$ cat config.mk
export PLATFORM = sky130hd
export DESIGN_NAME = alu_commit_stage
export DESIGN_NICKNAME = d
export VERILOG_FILES = /design/src/rtl/alu_commit_stage_pkg.sv /design/src/rtl/alu_commit_stage_fifo.sv /design/src/rtl/alu_commit_stage.sv
export SDC_FILE = /design/constraint.sdc
export NUM_CORES = 1
export LEC_CHECK = 0
export BUFFER_PORTS_ARGS = -buffer_cell sky130_fd_sc_hd__buf_2
export CAP_MARGIN = 10
export CORE_MARGIN = 4
export CORE_UTILIZATION = 56
export DETAILED_ROUTE_END_ITERATION = 8
export GPL_TIMING_DRIVEN = 0
export PLACE_DENSITY = 0.95
export SYNTH_ARGS = -nofsm -noshare
export SYNTH_HDL_FRONTEND = slang
export SYNTH_HIERARCHICAL = 1
export SYNTH_SLANG_ARGS = --single-unit
$ cat constraint.sdc
create_clock -name clk_i -period 4.1 [get_ports clk_i]
set_clock_uncertainty 0.15 [all_clocks]
set_input_delay 0.82 -clock clk_i [delete_from_list [all_inputs] [get_ports clk_i]]
set_output_delay 0.82 -clock clk_i [all_outputs]
set_load 0.01 [all_outputs]
$ cat src/rtl/alu_commit_stage_pkg.sv
`default_nettype none
// ============================================================================
// Module  : alu_commit_stage_pkg
// Brief   : Shared types and helpers for the ALU commit stage.
// Revision: 1.0 - initial release
// ============================================================================
package alu_commit_stage_pkg;

    localparam int XLEN = 32;

    typedef enum logic [4:0] {
        OP_ADD, OP_SUB, OP_AND, OP_OR, OP_XOR, OP_SLL, OP_SRL, OP_SRA,
        OP_SLT, OP_SLTU, OP_BEQ, OP_BNE, OP_BLT, OP_BLTU, OP_BGE, OP_BGEU,
        OP_JAL, OP_JALR, OP_LUI, OP_AUIPC
    } alu_operation_t;

    typedef struct packed {
        logic [XLEN-1:0] data;
        logic [4:0]      rd;
    } commit_entry_t;

    typedef logic [0:0] commit_state_t;
    localparam commit_state_t ST_RUN   = 1'b0;
    localparam commit_state_t ST_FLUSH = 1'b1;

    function automatic logic is_cond_branch(input alu_operation_t op);
        return op inside {OP_BEQ, OP_BNE, OP_BLT, OP_BLTU, OP_BGE, OP_BGEU};
    endfunction

endpackage
`default_nettype wire

$ cat src/rtl/alu_commit_stage_fifo.sv
`default_nettype none
// ============================================================================
// Module  : alu_commit_stage_fifo
// Brief   : In-order writeback FIFO; head is always visible on head_o.
// Revision: 1.0 - initial release
// ============================================================================
module alu_commit_stage_fifo
    import alu_commit_stage_pkg::*;
#(
    parameter int DEPTH = 2
) (
    input  logic          clk_i,
    input  logic          rst_i,
    input  logic          push_i,
    input  logic          pop_i,
    input  commit_entry_t wdata_i,
    output commit_entry_t head_o,
    output logic          full_o,
    output logic          empty_o
);

    localparam int PTR_W = $clog2(DEPTH);

    commit_entry_t    mem_q [DEPTH];
    commit_entry_t    mem_d [DEPTH];
    logic [PTR_W-1:0] wr_ptr_q, wr_ptr_d;
    logic [PTR_W-1:0] rd_ptr_q, rd_ptr_d;
    logic [PTR_W:0]   count_q, count_d;
    logic             do_push;
    logic             do_pop;

    assign empty_o = (count_q == '0);
    assign full_o  = (count_q == (PTR_W+1)'(DEPTH));
    assign head_o  = mem_q[rd_ptr_q];

    // Power-of-two depth lets the pointers wrap by plain overflow.
    always_comb begin
        mem_d    = mem_q;
        wr_ptr_d = wr_ptr_q;
        rd_ptr_d = rd_ptr_q;
        count_d  = count_q;
        do_pop   = pop_i & ~empty_o;
        do_push  = push_i & (~full_o | do_pop);
        if (do_push) begin
            mem_d[wr_ptr_q] = wdata_i;
            wr_ptr_d        = wr_ptr_q + 1'b1;
        end
        if (do_pop) begin
            rd_ptr_d = rd_ptr_q + 1'b1;
        end
        case ({do_push, do_pop})
            2'b10:   count_d = count_q + 1'b1;
            2'b01:   count_d = count_q - 1'b1;
            default: count_d = count_q;
        endcase
    end

    always_ff @(posedge clk_i) begin
        if (rst_i) begin
            for (int i = 0; i < DEPTH; i++) begin
                mem_q[i] <= '0;
            end
            wr_ptr_q <= '0;
            rd_ptr_q <= '0;
            count_q  <= '0;
        end else begin
            mem_q    <= mem_d;
            wr_ptr_q <= wr_ptr_d;
            rd_ptr_q <= rd_ptr_d;
            count_q  <= count_d;
        end
    end

endmodule
`default_nettype wire

$ cat src/rtl/alu_commit_stage.sv
`default_nettype none
// ============================================================================
// Module  : alu_commit_stage
// Brief   : ALU commit: writeback FIFO, registered PC redirect, flush window.
// Revision: 1.0 - initial release
// ============================================================================
module alu_commit_stage
    import alu_commit_stage_pkg::*;
#(
    parameter int DEPTH        = 2,
    parameter int FLUSH_CYCLES = 2
) (
    input  logic            clk_i,
    input  logic            rst_i,
    input  logic            valid_i,
    output logic            ready_o,
    input  alu_operation_t  operation_i,
    input  logic [XLEN-1:0] result_i,
    input  logic            enable_pc_write_i,
    input  logic [XLEN-1:0] branch_target_i,
    input  logic [4:0]      dest_reg_i,
    output logic            wb_valid_o,
    input  logic            wb_ready_i,
    output logic [XLEN-1:0] wb_data_o,
    output logic [4:0]      wb_reg_o,
    output logic            redirect_valid_o,
    output logic [XLEN-1:0] redirect_addr_o,
    output logic            flush_o
);

    localparam int CNT_W = (FLUSH_CYCLES > 1) ? $clog2(FLUSH_CYCLES) : 1;

    commit_state_t   state_q, state_d;
    logic [CNT_W-1:0] cnt_q, cnt_d;
    logic            redirect_valid_q, redirect_valid_d;
    logic [XLEN-1:0] redirect_addr_q, redirect_addr_d;

    logic            fifo_full;
    logic            fifo_empty;
    logic            pop;
    logic            accept;
    logic            push;
    commit_entry_t   push_entry;
    commit_entry_t   head;

    assign pop        = ~fifo_empty & wb_ready_i;
    assign ready_o    = (state_q == ST_RUN) & (~fifo_full | pop);
    assign accept     = valid_i & ready_o;
    assign push       = accept & ~is_cond_branch(operation_i) & (dest_reg_i != 5'd0);
    assign push_entry = '{data: result_i, rd: dest_reg_i};

    alu_commit_stage_fifo #(
        .DEPTH (DEPTH)
    ) u_fifo (
        .clk_i   (clk_i),
        .rst_i   (rst_i),
        .push_i  (push),
        .pop_i   (pop),
        .wdata_i (push_entry),
        .head_o  (head),
        .full_o  (fifo_full),
        .empty_o (fifo_empty)
    );

    assign wb_valid_o = ~fifo_empty;
    assign wb_data_o  = head.data;
    assign wb_reg_o   = head.rd;

    always_comb begin
        state_d          = state_q;
        cnt_d            = cnt_q;
        redirect_valid_d = 1'b0;
        redirect_addr_d  = redirect_addr_q;
        case (state_q)
            ST_RUN: begin
                if (accept && enable_pc_write_i) begin
                    redirect_valid_d = 1'b1;
                    redirect_addr_d  = branch_target_i;
                    state_d          = ST_FLUSH;
                    cnt_d            = CNT_W'(FLUSH_CYCLES - 1);
                end
            end
            default: begin
                // Flush window lasts exactly FLUSH_CYCLES cycles from the pulse.
                if (cnt_q == '0) begin
                    state_d = ST_RUN;
                end else begin
                    cnt_d = cnt_q - 1'b1;
                end
            end
        endcase
    end

    always_ff @(posedge clk_i) begin
        if (rst_i) begin
            state_q          <= ST_RUN;
            cnt_q            <= '0;
            redirect_valid_q <= 1'b0;
            redirect_addr_q  <= '0;
        end else begin
            state_q          <= state_d;
            cnt_q            <= cnt_d;
            redirect_valid_q <= redirect_valid_d;
            redirect_addr_q  <= redirect_addr_d;
        end
    end

    assign redirect_valid_o = redirect_valid_q;
    assign redirect_addr_o  = redirect_addr_q;
    assign flush_o          = (state_q == ST_FLUSH);

endmodule
`default_nettype wire
Word level (Yosys, flattened, before mapping) --
Cells that the tools add are included.
Word-level totals: flip-flop bits (word level) 113, bits of input ports 79, output and inout port bits 73
Operators by class: $add $sub $neg 5, $lt $le $gt $ge 3, equal/unequal tests 9, mux-type cells 13, bitwise gates (word level) 15, reductions and logical operators 9
Operators with widths (count):
- two-way mux 37 bit | 4
- bitwise mux 74 bit | 1
- demux 37 bit (select 1 bit) | 1
- equality test 5 x 4 -> 1 bit, second input constant | 6
- AND 1 bit | 7
- two-way mux 1 bit | 6
- nonzero test 6 bit | 1
- nonzero test 5 bit | 1
- equality test 2 bit, second input constant | 2
- greater-or-equal comparator 2 bit, second input constant | 2
- NOT 1 bit | 4
- NOT 1 -> 2 bit | 2
- one-hot mux 2 bit (2 select lines) | 1
- nonzero test 2 bit | 2
- adder 1 bit, second input constant | 2
- adder 2 x 1 -> 2 bit, second input constant | 1
- equality test 2 x 1 -> 1 bit, second input constant | 1
- logical AND 1 bit | 2
- logical NOT 2 bit | 1
- < comparator 2 x 1 -> 1 bit, second input constant | 1
- OR 1 bit | 2
- AND reduction 2 bit | 1
- OR reduction 2 bit | 1
- subtractor 2 x 1 -> 2 bit, second input constant | 1
- subtractor 1 bit, second input constant | 1

Longest topological paths before layout --
Gate-level depths: netlist of the first run.
word-level depth 11, gate-level depth with buffers 10, depth with buffers taken out 7

By module --
Netlist of the first run, hierarchy kept.
Modules (own cells, without submodules):
- alu_commit_stage_fifo | times used 1, cells each 395, area an instance 3736.1 µm²
- alu_commit_stage | times used 1, cells each 160, area an instance 1619.1 µm²

Least setup slack after synthesis of the first run --
No wires, ideal clock.
path kind input to register, from input port wb_ready_i, to register u_fifo/mem_q[63] in the netlist's numbering, arrival 2.152 ns, data required time 3.824 ns, slack 1.672 ns, stages 8, path buffers 2, path through nand2b_1 a21oi_1 and4_1 nand2b_1 clkbuf_1 clkbuf_1 o21ai_0 o21ai_0
Between the ends: longest elaborated chain between the ends 7, elaborated cells on any way between the ends 9
Ends and longest elaborated chain:
- start, declared | RTL line alu_commit_stage.sv:23 | input logic wb_ready_i,
- AND 1 bit | RTL line alu_commit_stage.sv:46 | assign pop = ~fifo_empty & wb_ready_i;
- OR 1 bit | RTL line alu_commit_stage.sv:47 | assign ready_o = (state_q == ST_RUN) & (~fifo_full | pop);
- AND 1 bit | RTL line alu_commit_stage.sv:47
- named net ready_o | RTL line alu_commit_stage.sv:16 | output logic ready_o,
- AND 1 bit | RTL line alu_commit_stage.sv:48 | assign accept = valid_i & ready_o;
- AND 1 bit (2 in series) | RTL line alu_commit_stage.sv:49 | assign push = accept & ~is_cond_branch(operation_i) & (dest_reg_i != 5'd0);
- named net push | RTL line alu_commit_stage.sv:42 | logic push;
- AND 1 bit | RTL line alu_commit_stage_fifo.sv:43 | do_push = push_i & (~full_o | do_pop);
- end signal, assigned | RTL line alu_commit_stage_fifo.sv:67 | mem_q <= mem_d;
- end, declared | RTL line alu_commit_stage_fifo.sv:24 | commit_entry_t mem_q [DEPTH];
The timed path passes the listed nets, and every way through them passes these cells. A chain may end at the register's enable or synchronous reset.

Final worst setup path of the first run --
from register u_fifo.rd_ptr_q, to output port wb_data_o[22]
Between the ends: longest elaborated chain between the ends 4
Ends and longest elaborated chain:
- start, declared | RTL line alu_commit_stage_fifo.sv:27 | logic [PTR_W-1:0] rd_ptr_q, rd_ptr_d;
- start signal, assigned | RTL line alu_commit_stage_fifo.sv:69 | rd_ptr_q <= rd_ptr_d;
- NOT 1 -> 2 bit (implied by the code) | RTL line alu_commit_stage_fifo.sv:34 | assign head_o = mem_q[rd_ptr_q];
- two-way mux 37 bit (implied by the code) (3 in series) | RTL line alu_commit_stage_fifo.sv:34
- end, declared | RTL line alu_commit_stage.sv:24 | output logic [XLEN-1:0] wb_data_o,
Every way passes these cells. The select of a mux whose other input is x is not followed.

==> impl_metrics.ini, run 1 <==
[die]
ios = 152
fp.coreArea_sq_um = 9280
die_area_sq_um = 11200
rows = 35
die_y_um = 106
die_width_um = 106
start_util_pct = 57.7

[place]
dpl.hpwl_mm = 9.88
dpl_worst_slack_ns = 1.28
gp_congestion = 0.814
placed_cell_area_sq_um = 6260
port_buffers = 149

[clocking]
cts-hold-fix-buffers = 0
clk_latency_ns = 0.50
clk_pin_slew_worst_paths_ns = 0.06
numClockSinks = 113
cts_resized = 0
post_cts_buffers = 0
cts_buffer_depth = 2
cts_made_buffers = 17
cts_tree = built
cts_root_buf = clkbuf_8
ctsHtreeMaxLevel = 4

[timing]
max_freq_mhz = 319
finalCritPeriodShare_pct = 76.5
slew_viol_final = 0
fin_crit_ns = 3.13
setup_slack_ns = 0.965
maxSlewHeadroom_pct = 57.6
tns_ns = 0
grt_setup_unrepaired = false
worst_pin_slew_ns = 0.637
timing.final.hold_violations = 0
finalSetupViolCount = 0

[synthesis]
synthFlopType = dfxtp_1
synth-seq-cells = 113
synth_area_leaders = dfxtp_1 (42%), nand2b_1 (17%), mux2i_1 (13%)
syn_area_sq_um = 5360
synthMostInstantiatedCell = nand2b_1
syn_nets = 634
yosysTopAreaCell = dfxtp_1
yosys_warnings = 6
synth-edff-count = 0
ys_seq_area_share_pct = 42.2
synth_common_cells = nand2b_1 (143), dfxtp_1 (113), o21ai_0 (77)
async_flop_share_pct = 0
netlist_instances = 555
avgSynthCellArea_sq_um = 9.65
yosys.area.top_type_share_pct = 42.2
synth_cell_type_count = 27

[grt]
grt_max_degree = 17
grt_pass1_vias = 4811
overflow = 0
grt_pass1_wl_mm = 22.9
grt_usage_pct = 25.4
antenna_found_initial = 0

[route]
wl_per_cell_um = 15.8
routed_wl_mm = 13.7
drc_errors = 0
vias = 4483
vias_per_cell = 5.19
dr.pass1.iters = 4
ant_nets = 0
drt_iter0_drc = 194

[critical_path]
crit_arrival_ns = 2.16
cp-end-kind = output port
crit_type = reg2out
crit_fanout = 10
worstPathRequired_ns = 3.13
cp-start-kind = flop

[cells_and_area]
final_cell_area_sq_um = 6820
regArea_sq_um = 2260
fin_nets = 802
area_delta_synth_final_pct = 27.4
multiInputGateArea_sq_um = 2820
final_layout_size_suffix_gt1_share_pct = 31.0
fillers = 677
antenna_cells = 0

[run_status]
status = complete, no violations

[pwr]
leakage_nw = 2.92
powerDensity_nw_per_um2 = 434
ir_drop_uv = 266

[hold_path]
hold_path_class = reg2reg

[job]
cap_violations = 0
## flip-flops by register name, indices dropped and copies added, names as in the netlist
name              flops
u_fifo/mem_q         74
flush_o               1
cnt_q                 1
redirect_valid_o      1
u_fifo/count_q        2
u_fifo/rd_ptr_q       1
u_fifo/wr_ptr_q       1
redirect_addr_o      32
## worst max-delay path, stage by stage, from the launching register on
cell	delay, ns
dfxtp_1	0.32
buf_2	0.26
buf_1	0.52
mux2_2	0.42
buf_2	0.14
## power by group
group / switching (mW) / leakage (nW) / total, mW / internal (mW)
registers: 0.0314 / 0.921 / 1.19 / 1.16
logic: 0.205 / 1.73 / 0.394 / 0.189
clock network: 0.489 / 0.270 / 1.38 / 0.888
## final cells by class
type                       count  area share [%]
tap                          129            2.37
clock inverter                10            1.63
clock buffer                  21            6.58
multi-input combinational    393            41.3
inverter                       5           0.275
timing repair buffer         149            10.9
buffer                        44            3.78
sequential                   113            33.2
## cells in the final DEF (no fill, tap or decap), drive strengths merged
master    instances
nand2             3
nor2b            39
nand3             1
clkinv            5
nand2b          143
o21ai            77
a21boi            1
a21oi             6
o21a              1
dfxtp           113
bufinv            2
and3b             1
nor3              2
mux2i            71
xor2              2
o211ai            1
inv               5
or3b              1
and3              1
clkinvlp          3
and4              1
nor3b             1
mux2             37
clkbuf           52
nor2              4
buf             162
## path summary, 6_finish.rpt
kind	cells after the start	end	from	slack, ns
max reg2reg	10	u_fifo/mem_q[65]	u_fifo/count_q[1]	1.50
min reg2reg	2	redirect_addr_o[15]	redirect_addr_o[15]	0.32
max	4	wb_data_o[22]	u_fifo/rd_ptr_q	0.97
min	2	redirect_addr_o[15]	redirect_addr_o[15]	0.32
## cells by family after synthesis
| family | Yosys count | synth area share (%) |
|---|---|---|
| AO/OA/AOI/OAI | 86 | 8.39 |
| XOR/XNOR | 2 | 0.327 |
| AND/OR/NAND/NOR | 197 | 22.8 |
| buffers and inverters | 49 | 5.16 |
| flip-flops | 113 | 42.2 |
| multiplexers | 108 | 21.1 |
## routing by layer
| metal | track usage (%) | share of wire, % | routed length, um | vias to the layer above |
|---|---|---|---|---|
| li1 | - | - | - | 2188 |
| met1 | 28.8 | 41 | 5610 | 2096 |
| met5 | 0 | 0 | 0 | - |
| met2 | 44.1 | 50 | 6860 | 178 |
| met4 | 8.42 | 1.2 | 171 | 0 |
| met3 | 9.19 | 7.6 | 1050 | 21 |
## stage by stage
stage | power (mW) | std cells | utilization (%) | hold slack [ns]
floorplan | 1.46 | 555 | - | 0.287
global placement | 1.59 | 833 | 67.5 | 0.291
detailed placement | 1.61 | 833 | 67.5 | 0.312
CTS | 2.98 | 864 | 73.5 | 0.323
global route | 3.09 | 864 | 73.5 | 0.337
finish | 2.96 | 864 | 73.5 | 0.319
Power figures use the tool's default switching activity.
==> inputs of run 2 (changes only) <==
--- a/config.mk
+++ b/config.mk
@@ -5,13 +5,14 @@
 export SDC_FILE = /design/constraint.sdc
 export NUM_CORES = 1
 export LEC_CHECK = 0
+export ABC_AREA = 1
 export BUFFER_PORTS_ARGS = -buffer_cell sky130_fd_sc_hd__buf_2
 export CAP_MARGIN = 10
 export CORE_MARGIN = 4
-export CORE_UTILIZATION = 56
+export CORE_UTILIZATION = 46
 export DETAILED_ROUTE_END_ITERATION = 8
 export GPL_TIMING_DRIVEN = 0
-export PLACE_DENSITY = 0.95
+export PLACE_DENSITY = 0.88
 export SYNTH_ARGS = -nofsm -noshare
 export SYNTH_HDL_FRONTEND = slang
 export SYNTH_HIERARCHICAL = 1
==> constraint.sdc (replaced) <==
create_clock -name clk_i -period 2.6 [get_ports clk_i]
set_clock_uncertainty 0.15 [all_clocks]
set_input_delay 0.52 -clock clk_i [delete_from_list [all_inputs] [get_ports clk_i]]
set_output_delay 0.52 -clock clk_i [all_outputs]
set_load 0.01 [all_outputs]
==> impl_metrics.ini, run 2 <==
[run_status]
status = complete, no violations

[critical_path]
cp-end-kind = output port
cp-start-kind = flop
cp_slowest_cell = dfxtp_1
crit_arrival_ns = 1.69
crit_fanout = 10
worstPathRequired_ns = 1.93
max_stage_delay_ns = 0.33
crit_chain = clkbuf_2, clkbuf_2, nand2_1, nand2_1, buf_2
crit_type = reg2out

[timing]
fin_crit_ns = 2.36
finalSetupViolCount = 0
slew_viol_final = 0
worst_pin_slew_ns = 0.780
grt_setup_unrepaired = false
setup_slack_ns = 0.240
timing.final.hold_violations = 0
maxSlewHeadroom_pct = 48.0
finalCritPeriodShare_pct = 90.8
max_freq_mhz = 424
tns_ns = 0

[grt]
grtUsageMet1_pct = 24.2
grt_pass1_vias = 4791
overflow = 0
antenna_found_initial = 0
grt_max_degree = 20
busiest_layer = met2
grtUsageMet2_pct = 36.0
grt_pass1_wl_mm = 21.8
met3_usage_pct = 7.17
grt_usage_pct = 20.9

[pwr]
ir_drop_uv = 450
leakage_nw = 3.35
powerDensity_nw_per_um2 = 763

[place]
gp_congestion = 0.816
placed_cell_area_sq_um = 5910
port_buffers = 150
dpl.cell_count = 994
dpl.hpwl_mm = 9.33
dpl_worst_slack_ns = 0.175

[route]
drt_iter0_drc = 277
vias = 4891
drc_errors = 0
vias_per_cell = 4.78
routed_wl_mm = 13.2
dr.pass1.iters = 7
ant_nets = 0
wl_per_cell_um = 12.9

[clocking]
post_cts_buffers = 0
cts-hold-fix-buffers = 0
clk_pin_slew_worst_paths_ns = 0.06
ctsHtreeMaxLevel = 4
clk_latency_ns = 0.50
cts_made_buffers = 17
cts_tree = built
cts_buffer_depth = 2
numClockSinks = 113
cts_root_buf = clkbuf_8

[cells_and_area]
final_layout_size_suffix_gt1_share_pct = 29.7
top_register = u_fifo/mem_q
antenna_cells = 0
layout_common_cells = nand2_1 (204), buf_2 (162), nor2_1 (142), dfxtp_1 (113), inv_1 (44)
finalNonFillerCells = 1024
largest_reg_flops = 74
final_common_cell = nand2_1
area_delta_synth_final_pct = 30.2
fin_nets = 955
final_cell_area_sq_um = 6490

[die]
die_y_um = 112
fp.coreArea_sq_um = 10500
start_util_pct = 47.7
die_area_sq_um = 12600
die_width_um = 112
ios = 152
rows = 37

[hold_path]
hold_path_class = in2reg

[synthesis]
yosys.area.top_type_share_pct = 45.4
synth-edff-count = 0
netlist_instances = 708
synthFlopType = dfxtp_1
synth_area_leaders = dfxtp_1 (45%), nand2_1 (15%), nor2_1 (11%)
yosys_warnings = 6
synth-seq-cells = 113
synth_cell_type_count = 27
synthMostInstantiatedCell = nand2_1
yosysTopAreaCell = dfxtp_1
avgSynthCellArea_sq_um = 7.04
synth_common_cells = nand2_1 (204), nor2_1 (142), dfxtp_1 (113)
ys_seq_area_share_pct = 45.4
async_flop_share_pct = 0
syn_area_sq_um = 4990
syn_nets = 787

[job]
cap_violations = 0
## run 2: changes by cell type after synthesis, moves of 16 or more
cell      before  now
nor2b_1       39    0
o21ai_1        0   30
a21oi_1        6   23
nor2_1         4  142
inv_1          5   44
mux2i_1       71    0
nand2b_1     143    0
mux2_2        37    0
a21oi_2        0   20
nand2_2        0   21
nand3_1        1   41
nand2_1        3  204
o21ai_0       77   10
clkbuf_1      31   15
## run 2: power breakdown
| group | internal [mW] | total, mW | leakage (nW) | switching [mW] |
|---|---|---|---|---|
| Clock | 1.45 | 2.27 | 0.283 | 0.824 |
| Combinational | 0.304 | 0.751 | 2.14 | 0.447 |
| Sequential | 1.86 | 1.93 | 0.924 | 0.0705 |
## run 2: routing by layer
layer  vias up  share of wire (%)
met5         -                  0
met4         0                1.4
met3        16                8.1
met2       179                 49
met1      2166                 41
li1       2530                  -
## run 2: metrics by stage
step	power, mW	hold slack, ns	util (%)
final	4.95	0.0768	62.1
after global routing	5.17	0.0742	62.1
after CTS	4.99	0.0560	62.0
after detailed placement	2.71	0.302	56.5
after global placement	2.69	0.298	56.5
after floorplan	2.44	0.280	-
## run 2: timing repair
action	CTS	global route
endpoints found under the setup margin	31	73
gates resized for setup	3	3
pin swaps	0	0
## run 2: logic make-up (layout without fill, tap and decap cells)
group	after synthesis	after routing	synth area share (%)
AND/OR/NAND/NOR	417	417	34.4
flip-flops	113	113	45.4
buffers and inverters	94	274	10.3
AO/OA/AOI/OAI	84	84	9.96
## run 2: final timing paths
kind                       from                  to  slack, ns  depth (start not counted)
min          branch_target_i[4]  redirect_addr_o[4]       0.08                          3
max reg2reg   u_fifo/count_q[1]    u_fifo/mem_q[61]       0.35                         14
max             u_fifo/rd_ptr_q         wb_reg_o[3]       0.24                          5
min reg2reg               cnt_q             flush_o       0.31                          2
## run 2: worst max-delay path, delay by kind of cell (launching register included)
family	cells	cell delay [ns]
buf+inv	3	0.65
simple gates	2	0.19
flops	1	0.33
## run 2: area by class of cell
cell class / count / area, sq um
Buffer: 45 / 332
Clock buffer: 17 / 414
Clock inverter: 14 / 165
Fill cell: 952 / 3970
Inverter: 48 / 183
Multi-Input combinational cell: 501 / 2220
Sequential cell: 113 / 2260
Tap cell: 136 / 170
Timing Repair Buffer: 150 / 751
==> inputs of run 3 (changes only) <==
--- a/config.mk
+++ b/config.mk
@@ -9,10 +9,10 @@
 export BUFFER_PORTS_ARGS = -buffer_cell sky130_fd_sc_hd__buf_2
 export CAP_MARGIN = 10
 export CORE_MARGIN = 4
-export CORE_UTILIZATION = 46
+export CORE_UTILIZATION = 40
 export DETAILED_ROUTE_END_ITERATION = 8
 export GPL_TIMING_DRIVEN = 0
-export PLACE_DENSITY = 0.88
+export PLACE_DENSITY = 0.77
 export SYNTH_ARGS = -nofsm -noshare
 export SYNTH_HDL_FRONTEND = slang
 export SYNTH_HIERARCHICAL = 1
==> constraint.sdc (replaced) <==
create_clock -name clk_i -period 2.18 [get_ports clk_i]
set_clock_uncertainty 0.15 [all_clocks]
set_input_delay 0.436 -clock clk_i [delete_from_list [all_inputs] [get_ports clk_i]]
set_output_delay 0.436 -clock clk_i [all_outputs]
set_load 0.01 [all_outputs]
==> impl_metrics.ini, run 3 (synthesis results as in run 2) <==
[pwr]
p_int_mw = 4.57
comb_power_share_pct = 15.7
leakage_nw = 3.46
netSwitchingPower_mw = 1.59
ir_drop_uv = 523
seq_power_share_pct = 37.4
swShare_pct = 25.8
p_clk_share_pct = 46.9
powerDensity_nw_per_um2 = 900

[die]
die_width_um = 120
die_y_um = 120
start_util_pct = 41.2
rows = 40
fp.coreArea_sq_um = 12100
ios = 152
die_area_sq_um = 14300

[grt]
grt_pass1_vias = 4735
grt_pass1_wl_mm = 22.0
grt_max_degree = 20
overflow = 0
grt_usage_pct = 19.0
antenna_found_initial = 0

[clocking]
numClockSinks = 113
cts_buffer_depth = 2
cts_tree = built
ctsHtreeMaxLevel = 4
cts-hold-fix-buffers = 0
clk_pin_slew_worst_paths_ns = 0.05
cts_root_buf = clkbuf_16
clk_latency_ns = 0.41
cts_made_buffers = 17

[cells_and_area]
largest_reg_flops = 74
multiInputGateArea_sq_um = 2280
final_common_cell = nand2_1
utilization_pct = 56.5
final_layout_size_suffix_gt1_share_pct = 33.0
antenna_cells = 0
area_delta_synth_final_pct = 37.3
top_register = u_fifo/mem_q
layout_common_cells = nand2_1 (201), buf_2 (160), nor2_1 (139), dfxtp_1 (111), inv_1 (42)
regArea_sq_um = 2270
fin_nets = 966
fillers = 1156

[run_status]
status = complete, no violations

[timing]
slew_viol_final = 0
timing.final.hold_violations = 0
fin_crit_ns = 2.14
maxSlewHeadroom_pct = 50.6
finalSetupViolCount = 0
setup_slack_ns = 0.0421
max_freq_mhz = 468
finalCritPeriodShare_pct = 98.1
worst_pin_slew_ns = 0.741
grt_setup_unrepaired = true

[critical_path]
r2r_setup_slack_ns = 0.04
cp-end-kind = flop
reg2regPathDepth = 14
crit_fanout = 10
cp-endpoint = u_fifo/mem_q[16]
crit_type = reg2reg
reg2reg_to = u_fifo/mem_q[16]
cp-start-kind = flop
crit_arrival_ns = 2.30
worstPathRequired_ns = 2.34
crit_start = u_fifo/count_q[0]
r2r-start = u_fifo/count_q[0]

[route]
drc_errors = 0
routed_wl_mm = 13.9
dr.pass1.iters = 5
drt_iter0_drc = 431
vias_per_cell = 4.65
vias = 4968
wl_per_cell_um = 13.0
ant_nets = 0

[place]
gp_congestion = 0.818
dpl_worst_slack_ns = 0.00700
port_buffers = 150
dpl.hpwl_mm = 9.49

[job]
cap_violations = 0

[hold_path]
hold_path_class = in2reg
[run 3: worst min path at each step]
stage	from	end	slack, ns	depth (start not counted)
after global placement	cnt_q	flush_o	0.30	2
after global routing	branch_target_i[7]	redirect_addr_o[7]	0.09	3
after floorplan	cnt_q	flush_o	0.28	2
final	branch_target_i[19]	redirect_addr_o[19]	0.09	3
after detailed placement	u_fifo/mem_q[40]	u_fifo/mem_q[40]	0.30	2
after CTS	branch_target_i[4]	redirect_addr_o[4]	0.08	3
[run 3: metrics by stage]
step                      hold WS (ns)  instances  TNS, ns  instance area [sq um]  power, mW
after floorplan                  0.280        708        0                   5000       2.91
after global placement           0.298       1026        0                   5960       3.22
after detailed placement         0.302       1026        0                   5960       3.24
after CTS                       0.0772       1057        0                   6590       6.14
after global routing            0.0937       1068    -2.55                   6850       6.44
final                           0.0918       1068        0                   6850       6.16
[run 3: cell type report]
class / instances / area share [%]
multi-input cells: 501 / 33.3
flip-flops and latches: 113 / 33.2
repair buffers: 161 / 13.3
clock buffers: 23 / 7.27
plain buffers: 45 / 5.30
well taps: 168 / 3.07
inverters: 48 / 2.78
clock inverters: 9 / 1.86
[run 3: critical path, stage by stage (launching register included)]
cell and delay (ns):
dfxtp_4 0.38, inv_6 0.05, nand2_4 0.05, inv_2 0.03, inv_2 0.05, nand2_2 0.07, a21oi_2 0.17, nand2_2 0.08
nor3_4 0.21, nand2_4 0.11, nor2_4 0.21, inv_4 0.10, buf_4 0.19, nor2_1 0.12, nor2_1 0.06
[run 3: routing by layer]
| metal | global-route usage [%] | part of all wire [%] | up-vias | wire [um] |
|---|---|---|---|---|
| met4 | 6.37 | 1.2 | 0 | 169 |
| li1 | - | - | 2555 | - |
| met5 | 0 | 0 | - | 0 |
| met3 | 7.16 | 8.0 | 15 | 1110 |
| met2 | 30.8 | 48 | 170 | 6620 |
| met1 | 23.3 | 43 | 2228 | 6020 |
[run 3: repair_timing]
action / CTS / global route
setup endpoints to repair: 35 / 103
buffers inserted: 0 / 7
pin swaps: 1 / 17
resized for setup: 7 / 42
cloned: 0 / 4
[run 3: power by group through the flow]
stage	Combinational [mW]	Clock, mW	Sequential [mW]
after global placement	0.887	0	2.33
after CTS	0.907	2.93	2.30
after global routing	1.08	3.05	2.32
after floorplan	0.563	0	2.35
after detailed placement	0.899	0	2.34
final	0.969	2.89	2.31
